<file path="src/rtl/iir_biquad_cascade.sv">
// Cascade of NSEC direct-form-II biquads sharing one multiply-accumulate.
// Each section takes 5 MAC cycles: two feedback taps form w, three
// feed-forward taps form y. Coefficients are writable while idle.
//
// Handshakes: a transfer happens on a rising clk edge where valid and
// ready are both high. in_ready is high only in IDLE. out_valid stays
// high with out_data held until out_ready is seen.
module iir_biquad_cascade #(
  parameter int DW   = 16,
  parameter int CW   = 16,
  parameter int FRAC = 14,
  parameter int NSEC = 4,
  parameter int ACCW = 40,
  localparam int SW  = (NSEC > 1) ? $clog2(NSEC) : 1
) (
  input  logic          clk,
  input  logic          rst_n,
  input  logic          in_valid,
  output logic          in_ready,
  input  logic [DW-1:0] in_data,
  output logic          out_valid,
  input  logic          out_ready,
  output logic [DW-1:0] out_data,
  input  logic          coef_we,
  input  logic [SW-1:0] coef_sec,
  input  logic [2:0]    coef_idx,
  input  logic [CW-1:0] coef_wdata,
  input  logic          clear_state,
  output logic          busy,
  output logic          sat_flag
);

  typedef enum logic [1:0] {IDLE, CALC, OUTS} state_t;

  localparam logic [CW-1:0]          COEF_ONE = CW'(1 << FRAC);
  localparam logic [SW:0]            NSEC_W   = (SW+1)'(NSEC);
  localparam logic [SW-1:0]          LAST_SEC = SW'(NSEC - 1);
  localparam logic signed [ACCW-1:0] SMAX = {{(ACCW-DW+1){1'b0}}, {(DW-1){1'b1}}};
  localparam logic signed [ACCW-1:0] SMIN = {{(ACCW-DW+1){1'b1}}, {(DW-1){1'b0}}};

  state_t state, state_nxt;

  logic signed [CW-1:0]   b0_r [NSEC];
  logic signed [CW-1:0]   b1_r [NSEC];
  logic signed [CW-1:0]   b2_r [NSEC];
  logic signed [CW-1:0]   a1_r [NSEC];
  logic signed [CW-1:0]   a2_r [NSEC];
  logic signed [DW-1:0]   w1_r [NSEC];
  logic signed [DW-1:0]   w2_r [NSEC];

  logic [SW-1:0]          sec;
  logic [2:0]             tap;
  logic signed [ACCW-1:0] acc;
  logic signed [DW-1:0]   x_reg;
  logic signed [DW-1:0]   w_reg;

  logic signed [CW-1:0]    coef_sel;
  logic signed [DW-1:0]    data_sel;
  logic signed [CW+DW-1:0] prod;
  logic signed [ACCW-1:0]  prod_ext;
  logic signed [ACCW-1:0]  x_ext;
  logic signed [ACCW-1:0]  acc_nxt;
  logic signed [ACCW-1:0]  shifted;
  logic signed [DW-1:0]    sat_val;
  logic                    clamp;
  logic                    last_tap;
  logic                    coef_ok;

  assign last_tap = (tap == 3'd4) && (sec == LAST_SEC);
  assign coef_ok  = coef_we && (coef_idx <= 3'd4) && ({1'b0, coef_sec} < NSEC_W);

  // State register.
  always_ff @(posedge clk or negedge rst_n) begin
    if (!rst_n) state <= IDLE;
    else        state <= state_nxt;
  end

  // Next-state and handshake outputs.
  always_comb begin
    state_nxt = state;
    in_ready  = 1'b0;
    out_valid = 1'b0;
    busy      = 1'b1;
    case (state)
      IDLE: begin
        in_ready = 1'b1;
        busy     = 1'b0;
        if (in_valid) state_nxt = CALC;
      end
      CALC: begin
        if (last_tap) state_nxt = OUTS;
      end
      OUTS: begin
        out_valid = 1'b1;
        if (out_ready) state_nxt = IDLE;
      end
      default: state_nxt = IDLE;
    endcase
  end

  // Operand selection for the shared multiplier, by tap.
  always_comb begin
    coef_sel = '0;
    data_sel = '0;
    case (tap)
      3'd0:    begin coef_sel = a1_r[sec]; data_sel = w1_r[sec]; end
      3'd1:    begin coef_sel = a2_r[sec]; data_sel = w2_r[sec]; end
      3'd2:    begin coef_sel = b0_r[sec]; data_sel = w_reg;     end
      3'd3:    begin coef_sel = b1_r[sec]; data_sel = w1_r[sec]; end
      default: begin coef_sel = b2_r[sec]; data_sel = w2_r[sec]; end
    endcase
  end

  // Accumulator update, rescale and saturation.
  always_comb begin
    prod     = coef_sel * data_sel;
    prod_ext = {{(ACCW-CW-DW){prod[CW+DW-1]}}, prod};
    x_ext    = {{(ACCW-DW){x_reg[DW-1]}}, x_reg} <<< FRAC;
    case (tap)
      3'd0:    acc_nxt = x_ext - prod_ext;
      3'd1:    acc_nxt = acc - prod_ext;
      3'd2:    acc_nxt = prod_ext;
      default: acc_nxt = acc + prod_ext;
    endcase
    shifted = acc_nxt >>> FRAC;
    clamp   = 1'b0;
    sat_val = shifted[DW-1:0];
    if (shifted > SMAX) begin
      sat_val = SMAX[DW-1:0];
      clamp   = 1'b1;
    end else if (shifted < SMIN) begin
      sat_val = SMIN[DW-1:0];
      clamp   = 1'b1;
    end
  end

  // Coefficients, delay lines and datapath registers.
  always_ff @(posedge clk or negedge rst_n) begin
    if (!rst_n) begin
      for (int i = 0; i < NSEC; i++) begin
        b0_r[i] <= COEF_ONE;
        b1_r[i] <= '0;
        b2_r[i] <= '0;
        a1_r[i] <= '0;
        a2_r[i] <= '0;
        w1_r[i] <= '0;
        w2_r[i] <= '0;
      end
      sec      <= '0;
      tap      <= '0;
      acc      <= '0;
      x_reg    <= '0;
      w_reg    <= '0;
      out_data <= '0;
      sat_flag <= 1'b0;
    end else begin
      case (state)
        IDLE: begin
          if (coef_ok) begin
            case (coef_idx)
              3'd0:    b0_r[coef_sec] <= coef_wdata;
              3'd1:    b1_r[coef_sec] <= coef_wdata;
              3'd2:    b2_r[coef_sec] <= coef_wdata;
              3'd3:    a1_r[coef_sec] <= coef_wdata;
              default: a2_r[coef_sec] <= coef_wdata;
            endcase
          end
          if (clear_state) begin
            for (int i = 0; i < NSEC; i++) begin
              w1_r[i] <= '0;
              w2_r[i] <= '0;
            end
          end
          if (in_valid) begin
            x_reg <= in_data;
            sec   <= '0;
            tap   <= '0;
          end
        end
        CALC: begin
          acc <= acc_nxt;
          if (tap == 3'd1) begin
            w_reg <= sat_val;
            if (clamp) sat_flag <= 1'b1;
          end
          if (tap == 3'd4) begin
            w2_r[sec] <= w1_r[sec];
            w1_r[sec] <= w_reg;
            x_reg     <= sat_val;
            if (clamp) sat_flag <= 1'b1;
            if (sec == LAST_SEC) out_data <= sat_val;
            sec <= sec + 1'b1;
            tap <= '0;
          end else begin
            tap <= tap + 3'd1;
          end
        end
        default: ;
      endcase
    end
  end

endmodule

</file>
<file path="config.mk">
export PLATFORM = sky130hd
export DESIGN_NAME = iir_biquad_cascade
export DESIGN_NICKNAME = d
export VERILOG_FILES = /design/src/rtl/iir_biquad_cascade.sv
export SDC_FILE = /design/constraint.sdc
export NUM_CORES = 2
export LEC_CHECK = 0
export CORE_ASPECT_RATIO = 0.6
export CORE_UTILIZATION = 50
export CTS_CLUSTER_SIZE = 28
export DETAILED_ROUTE_END_ITERATION = 12
export GPL_ROUTABILITY_DRIVEN = 0
export PLACE_DENSITY_LB_ADDON = 0.08
export SYNTH_ARGS = -nofsm -noshare
export SYNTH_HDL_FRONTEND = slang
export SYNTH_SLANG_ARGS = --single-unit
</file>
<file path="constraint.sdc">
create_clock -name clk -period 13.9 [get_ports clk]
set_clock_uncertainty 0.2 [all_clocks]
set_input_delay 4.17 -clock clk [delete_from_list [all_inputs] [get_ports clk]]
set_output_delay 4.17 -clock clk [all_outputs]
set_load 0.01 [all_outputs]
</file>
; After elaboration in Yosys (flattened, before gate mapping)
; Index checks and enable logic that the tools add are counted.
[word_totals]
ff_bits = 544
latchBits = 0
ram_bits = 0
mem_bits_ro = 0
in_bits = 43
out_inout_bits = 20
word_cells = 152
n_memories = 0
[classes]
n_addsub = 5
multipliers = 1
div_mod_pow = 0
magnitude_cmp = 7
n_eq_ne = 15
n_shift = 0
muxes = 64
bitwise_logic = 3
n_reduce_logical = 21
[op_table]
columns = operator, n
row1 = 64-bit bitwise mux, 7
row2 = 16-bit two-way mux, 20
row3 = 64-bit one-hot mux with 2 select lines, 2
row4 = 16-bit binary-select mux with 2-bit select, 7
row5 = 64-bit two-way mux, 3
row6 = 40-bit one-hot mux with 3 select lines, 1
row7 = 16-bit demux with 2-bit select, 2
row8 = 16-bit one-hot mux with 2 select lines, 2
row9 = 16-bit one-hot mux with 4 select lines, 1
row10 = 40-bit by 32-bit adder with 40-bit output, 1
row11 = 40-bit by 32-bit subtractor with 40-bit output, 1
row12 = 30-bit by 32-bit subtractor with 33-bit output, 1
row13 = 16-bit by 16-bit multiplier with 32-bit output, 1
row14 = 3-bit AND reduction, 9
row15 = 26-bit by 16-bit > comparator with 1-bit output (second input constant), 1
row16 = 26-bit by 16-bit less-than comparator with 1-bit output (second input constant), 1
row17 = 3-bit by 2-bit == test with 1-bit output (second input constant), 4
row18 = 2-bit two-way mux, 5
row19 = 2-bit != test (second input constant), 5
row20 = 1-bit two-way mux, 9
row21 = 3-bit by 1-bit == test with 1-bit output (second input constant), 2
row22 = 3-bit greater-or-equal comparator (second input constant), 2
row23 = 3-bit logical NOT, 2
row24 = 3-bit by 1-bit less-than comparator with 1-bit output (second input constant), 2
row25 = 18 further kinds, 25

; Logic depth before layout (Yosys ltp)
[logic_depth]
depth_word = 15
mapped_depth = 53

; Worst setup path after synthesis
; No wires, ideal clock.
[synth_path]
path_type = flip-flop to flip-flop
start = register sec[0]
end = register x_reg[7]
setup_ns = 0.094
arrival_time_ns = 12.413
required_time_ns = 13.606
setup_slack_ns = 1.192
stages_incl_launch_ff = 47
n_path_buf = 7
cell_sequence = dfrtp_1 buf_6 buf_6 buf_2 buf_1 buf_1 mux4_2 a22oi_1 nand3_1 clkbuf_1 inv_1 nor2_1 fa_1 inv_1 fa_1 fa_1 inv_1 fa_1 [11 not listed] nand3_1 nor3_1 a31oi_1 xnor2_1 ha_1 nand3_1 or2_2 a311o_1 a211oi_1 nor3_1 o31ai_2 xor3_1 and3_1 a211oi_2 o2bb2ai_4 buf_6 o211ai_4 a221oi_2
[synth_via]
elab_chain_cells = 13
word_cells_on_any_way = 35
classes_between = add/sub (3) / mul (1) / order compare (2) / mux (28) / bitwise (1)
[synth_lines]
columns = item, line
row1 = from (decl), 51  ; logic [SW-1:0] sec;
row2 = from (signal assigned), 192  ; sec <= sec + 1'b1;
row3 = 2-bit inverter with 3-bit output (implied by the code) *, --
row4 = 16-bit binary-select mux with 2-bit select (tied with other cells), 110  ; default: begin coef_sel = b2_r[sec]; data_sel = w2_r[sec]; end
row5 = 16-bit two-way mux (implied by the code) (tied with other cells) (2 in series), 110
row6 = 16-bit one-hot mux with 4 select lines or 16-bit one-hot mux with 2 select lines (tied branches), 105  ; case (tap)
row7 = 16-bit by 16-bit multiplier with 32-bit output *, 116  ; prod = coef_sel * data_sel;
row8 = 40-bit by 32-bit adder with 40-bit output (tied with other cells), 123  ; default: acc_nxt = acc + prod_ext;
row9 = 40-bit one-hot mux with 3 select lines *, 119  ; case (tap)
row10 = 26-bit by 16-bit less-than comparator with 1-bit output, 131  ; end else if (shifted < SMIN) begin
row11 = 16-bit two-way mux, 131
row12 = 16-bit two-way mux *, 128  ; if (shifted > SMAX) begin
row13 = 16-bit two-way mux *, 186  ; if (tap == 3'd4) begin
row14 = 16-bit one-hot mux with 2 select lines *, 157  ; case (state)
row15 = to (signal assigned), 175  ; x_reg <= in_data;
row16 = to (signal assigned), 189  ; x_reg <= sat_val;
row17 = to (decl), 54  ; logic signed [DW-1:0] x_reg;
; Every way passes the cells marked *; elsewhere a longest branch is shown, timed or not. The select of a mux whose other input is x is not followed.
; A chain may end at the register's enable or synchronous reset.

; Worst setup path after layout
[layout_path]
start = register tap[0]
end = register out_data[10]
[layout_via]
elab_chain_cells = 9
word_cells_on_any_way = 18
classes_between = add/sub (3) / mul (1) / order compare (2) / eq/ne (4) / mux (5) / reduce/logical (3)
[layout_lines]
columns = item, line
row1 = from (decl), 52  ; logic [2:0] tap;
row2 = from (signal assigned), 195  ; tap <= tap + 3'd1;
row3 = 3-bit by 2-bit == test with 1-bit output or 3-bit logical NOT (tied branches), "105, 119"
row4 = 2-bit OR reduction (no line), --
row5 = 16-bit one-hot mux with 2 select lines, 105
row6 = 16-bit by 16-bit multiplier with 32-bit output, 116
row7 = 40-bit by 32-bit adder with 40-bit output (tied with other cells), 123
row8 = 40-bit one-hot mux with 3 select lines, 119
row9 = 26-bit by 16-bit less-than comparator with 1-bit output, 131
row10 = 16-bit two-way mux, 131
row11 = 16-bit two-way mux, 128
row12 = to (signal assigned), 191  ; if (sec == LAST_SEC) out_data <= sat_val;
row13 = to (decl), 23  ; output logic [DW-1:0] out_data,
; Several ways; a longest one is shown, not always the timed one.

==> impl_results.md <==
- Yosys top cell by area: dfrtp_1
- Dpl cells: 4874
- CP max-delay cell: dfrtp_1
- Setup WS pre-CTS: 423.2 ps
- Worst setup SP type: flip-flop
- DR DRC count: 0
- Total GRT Usage: 29.83%
- Largest net degree at the start of global routing: 150
- Htree depth: 2
- Grt total ovfl: 0
- First-pass GRT wire length: 182800 um
- Avg WL per Cell: 23.58 um
- TritonCTS Buffers: 53
- Die X: 366.0 um
- Sink Count: 544
- Synth async-reset ratio: 100.0%
- Unrepaired setup endpoints after global routing: no
- Drt first pass iters: 5
- Final Util: 56.01%
- Avg Vias per Cell: 5.951
- Fin crit period: 13340 ps
- Fin. max-slew vios: 0
- Relative slew slack: 3.565%
- CTS clk-pin slew, worst paths: 80 ps
- Final hold vios: 0
- FF+latch count, synth: 544
- Syn Nets: 4357
- Worst Hold Class: reg2reg
- Port bufs: 62
- Die area: 80650 um2
- Non-Filler Instances: 4987
- Status: completed
- Layout Nets: 4342
- Synth Flop Type: dfrtp_1
- Worst Tran Pin Value: 1431 ps
- Die Height: 220.4 um
- Distinct cells, synth: 97
- Setup TNS: 0 ps
- Synth top area share: 34.00%
- Critical path required time: 14220 ps
- CTS Root Cell: clkbuf_16
- Core Box Area: 78090 um2
- Antenna violations before repair: 6
- Drt total wl: 117600 um
- Max Clk Rate: 74.97 MHz
- Layout cell share with drive strength beyond 1: 19.13%
- Boundary pin count: 63
- Max-Cap Viols: 0
- Post-synth EDFFs: 0
- Synth top area cells: dfrtp_1 (34%), fa_1 (13%), mux2_2 (9.2%)
- Post-Syn Instances: 3902
- Critical path type: reg2reg
- Initial DRC Count: 2955
- CP arrival: 13660 ps
- CTS tree: built
- Post-Syn Area: 39740 um2
- Std cell rows: 79
- Critical Path End Type: flip-flop
- CP max stage delay: 560 ps
- Worst-path fanout max: 16
- Ratio of final minimum period to clock period: 95.97%
- Mapped Avg Cell Area: 10.18 um2
- Final setup fails: 0
- Total number of vias: 29.68k
- DPL Wire Length: 86160 um
- Antenna viol nets, final: 0
- CTS Buffer Depth: 3
- Final worst setup slack: 560.8 ps
- Post-synthesis sequential area ratio: 34.27%
- R2R Setup Slk: 560 ps
- Area grow syn2layout: 10.06%
- Cts-stage hold buffer count: 0
- Ys Warns: 0
- Initial Utilization: 50.89%
- Vias in the first global route: 29.00k
- Clock Latency Late Sink: 650 ps
[area by class of cell]
class / count / area (um2)
timing repair buffer: 179 / 1642
tap: 1053 / 1318
antenna: 3 / 7.507
inverter: 342 / 1284
clock inverter: 27 / 330.3
sequential: 544 / 13630
multi-input combinational: 2767 / 23980
clock buffer: 72 / 1548
fill: 6828 / 34350
[layout by cell type (no fill, tap or decap), types with 16 or more instances in the layout]
master           Yosys  layout
dfrtp_1            540     537
nand2_1            514     512
inv_1              341     341
mux2_2             324     324
nor2_1             309     306
fa_1               263     262
o21ai_0            247     247
ha_1               149     148
a21oi_1            146     143
mux4_2             112     112
buf_4                3     106
xnor2_1             76      76
clkdlybuf4s50_1      0      61
clkbuf_16            0      53
a21o_1              47      47
nand2b_1            42      40
nand3_1             42      40
xor2_1              35      35
and3_1              34      30
a22oi_1             27      27
a31oi_1             26      26
nor3_1              24      22
or2_2               19      19
and2_1              21      19
a211oi_1            22      19
o21a_1              17      17
a22o_1              16      16
o211ai_1            16      16
[metrics by stage]
step           hold slack (ps)  cell area (um2)
2_1_floorplan            245.3            39740
3_3_place_gp             256.5            41690
3_5_place_dp             254.2            41690
4_1_cts                  271.8            43570
5_1_grt                  286.4            43730
6_report                 273.1            43740
[cells in the mapped netlist, drive strengths merged (19+ instances only)]
| master | instances |
|---|---|
| a211oi | 25 |
| a21o | 47 |
| a21oi | 147 |
| a221oi | 23 |
| a22oi | 27 |
| a31oi | 26 |
| and2 | 22 |
| and3 | 34 |
| buf | 34 |
| clkbuf | 215 |
| dfrtp | 540 |
| fa | 263 |
| ha | 149 |
| inv | 341 |
| mux2 | 324 |
| mux4 | 112 |
| nand2 | 521 |
| nand2b | 42 |
| nand3 | 42 |
| nor2 | 310 |
| nor3 | 24 |
| o211ai | 19 |
| o21ai | 248 |
| or2 | 22 |
| xnor2 | 76 |
| xor2 | 36 |
[repair_timing]
item                                    in CTS  in global routing
buffers inserted                             0                 11
resized for setup                            0                 15
endpoints found under the setup margin       0                 48
[critical path: cells and delay by family (launching register included)]
| kind | cells | cell delay [ps] |
|---|---|---|
| AOI/OAI and AO/OA | 8 | 2390 |
| xor gates and xnor gates | 3 | 620 |
| buffers and inverters | 9 | 1180 |
| adders and majority gates | 9 | 4290 |
| and+or+nand+nor | 16 | 3960 |
| DFF | 1 | 560 |
[routing by layer]
| metal | global-route usage [%] | wire length, um |
|---|---|---|
| met5 | 0 | 13 |
| met2 | 38.04 | 44250 |
| met4 | 3.766 | 1088 |
| met3 | 10.76 | 13600 |
| met1 | 48.19 | 58660 |
[logic make-up (layout without fill, tap and decap cells)]
| group | after synthesis | count (layout) | share of synthesized area, % |
|---|---|---|---|
| adders and majority gates | 412 | 412 | 17.94 |
| buffers and inverters | 591 | 620 | 5.708 |
| and+or+nand+nor | 1092 | 1092 | 12.06 |
| DFF | 544 | 544 | 34.27 |
| muxes | 439 | 439 | 15.60 |
| xor gates and xnor gates | 113 | 113 | 2.547 |
| AOI/OAI and AO/OA | 711 | 711 | 11.87 |
| other | 0 | 3 | 0 |
[worst paths after layout]
check                      startpoint           end  cells after the start
max                            tap[0]  out_data[10]                     45
min                          sat_flag      sat_flag                      1
max reg2reg                    tap[0]  out_data[10]                     45
min reg2reg                  sat_flag      sat_flag                      1
max in group asynchronous       rst_n      b2_r[37]                      3
min in group asynchronous       rst_n      b0_r[43]                      1
Power is left out: the tool's default activity adds up to more than one toggle a clock period on the data nets, which glitch-free logic cannot reach.
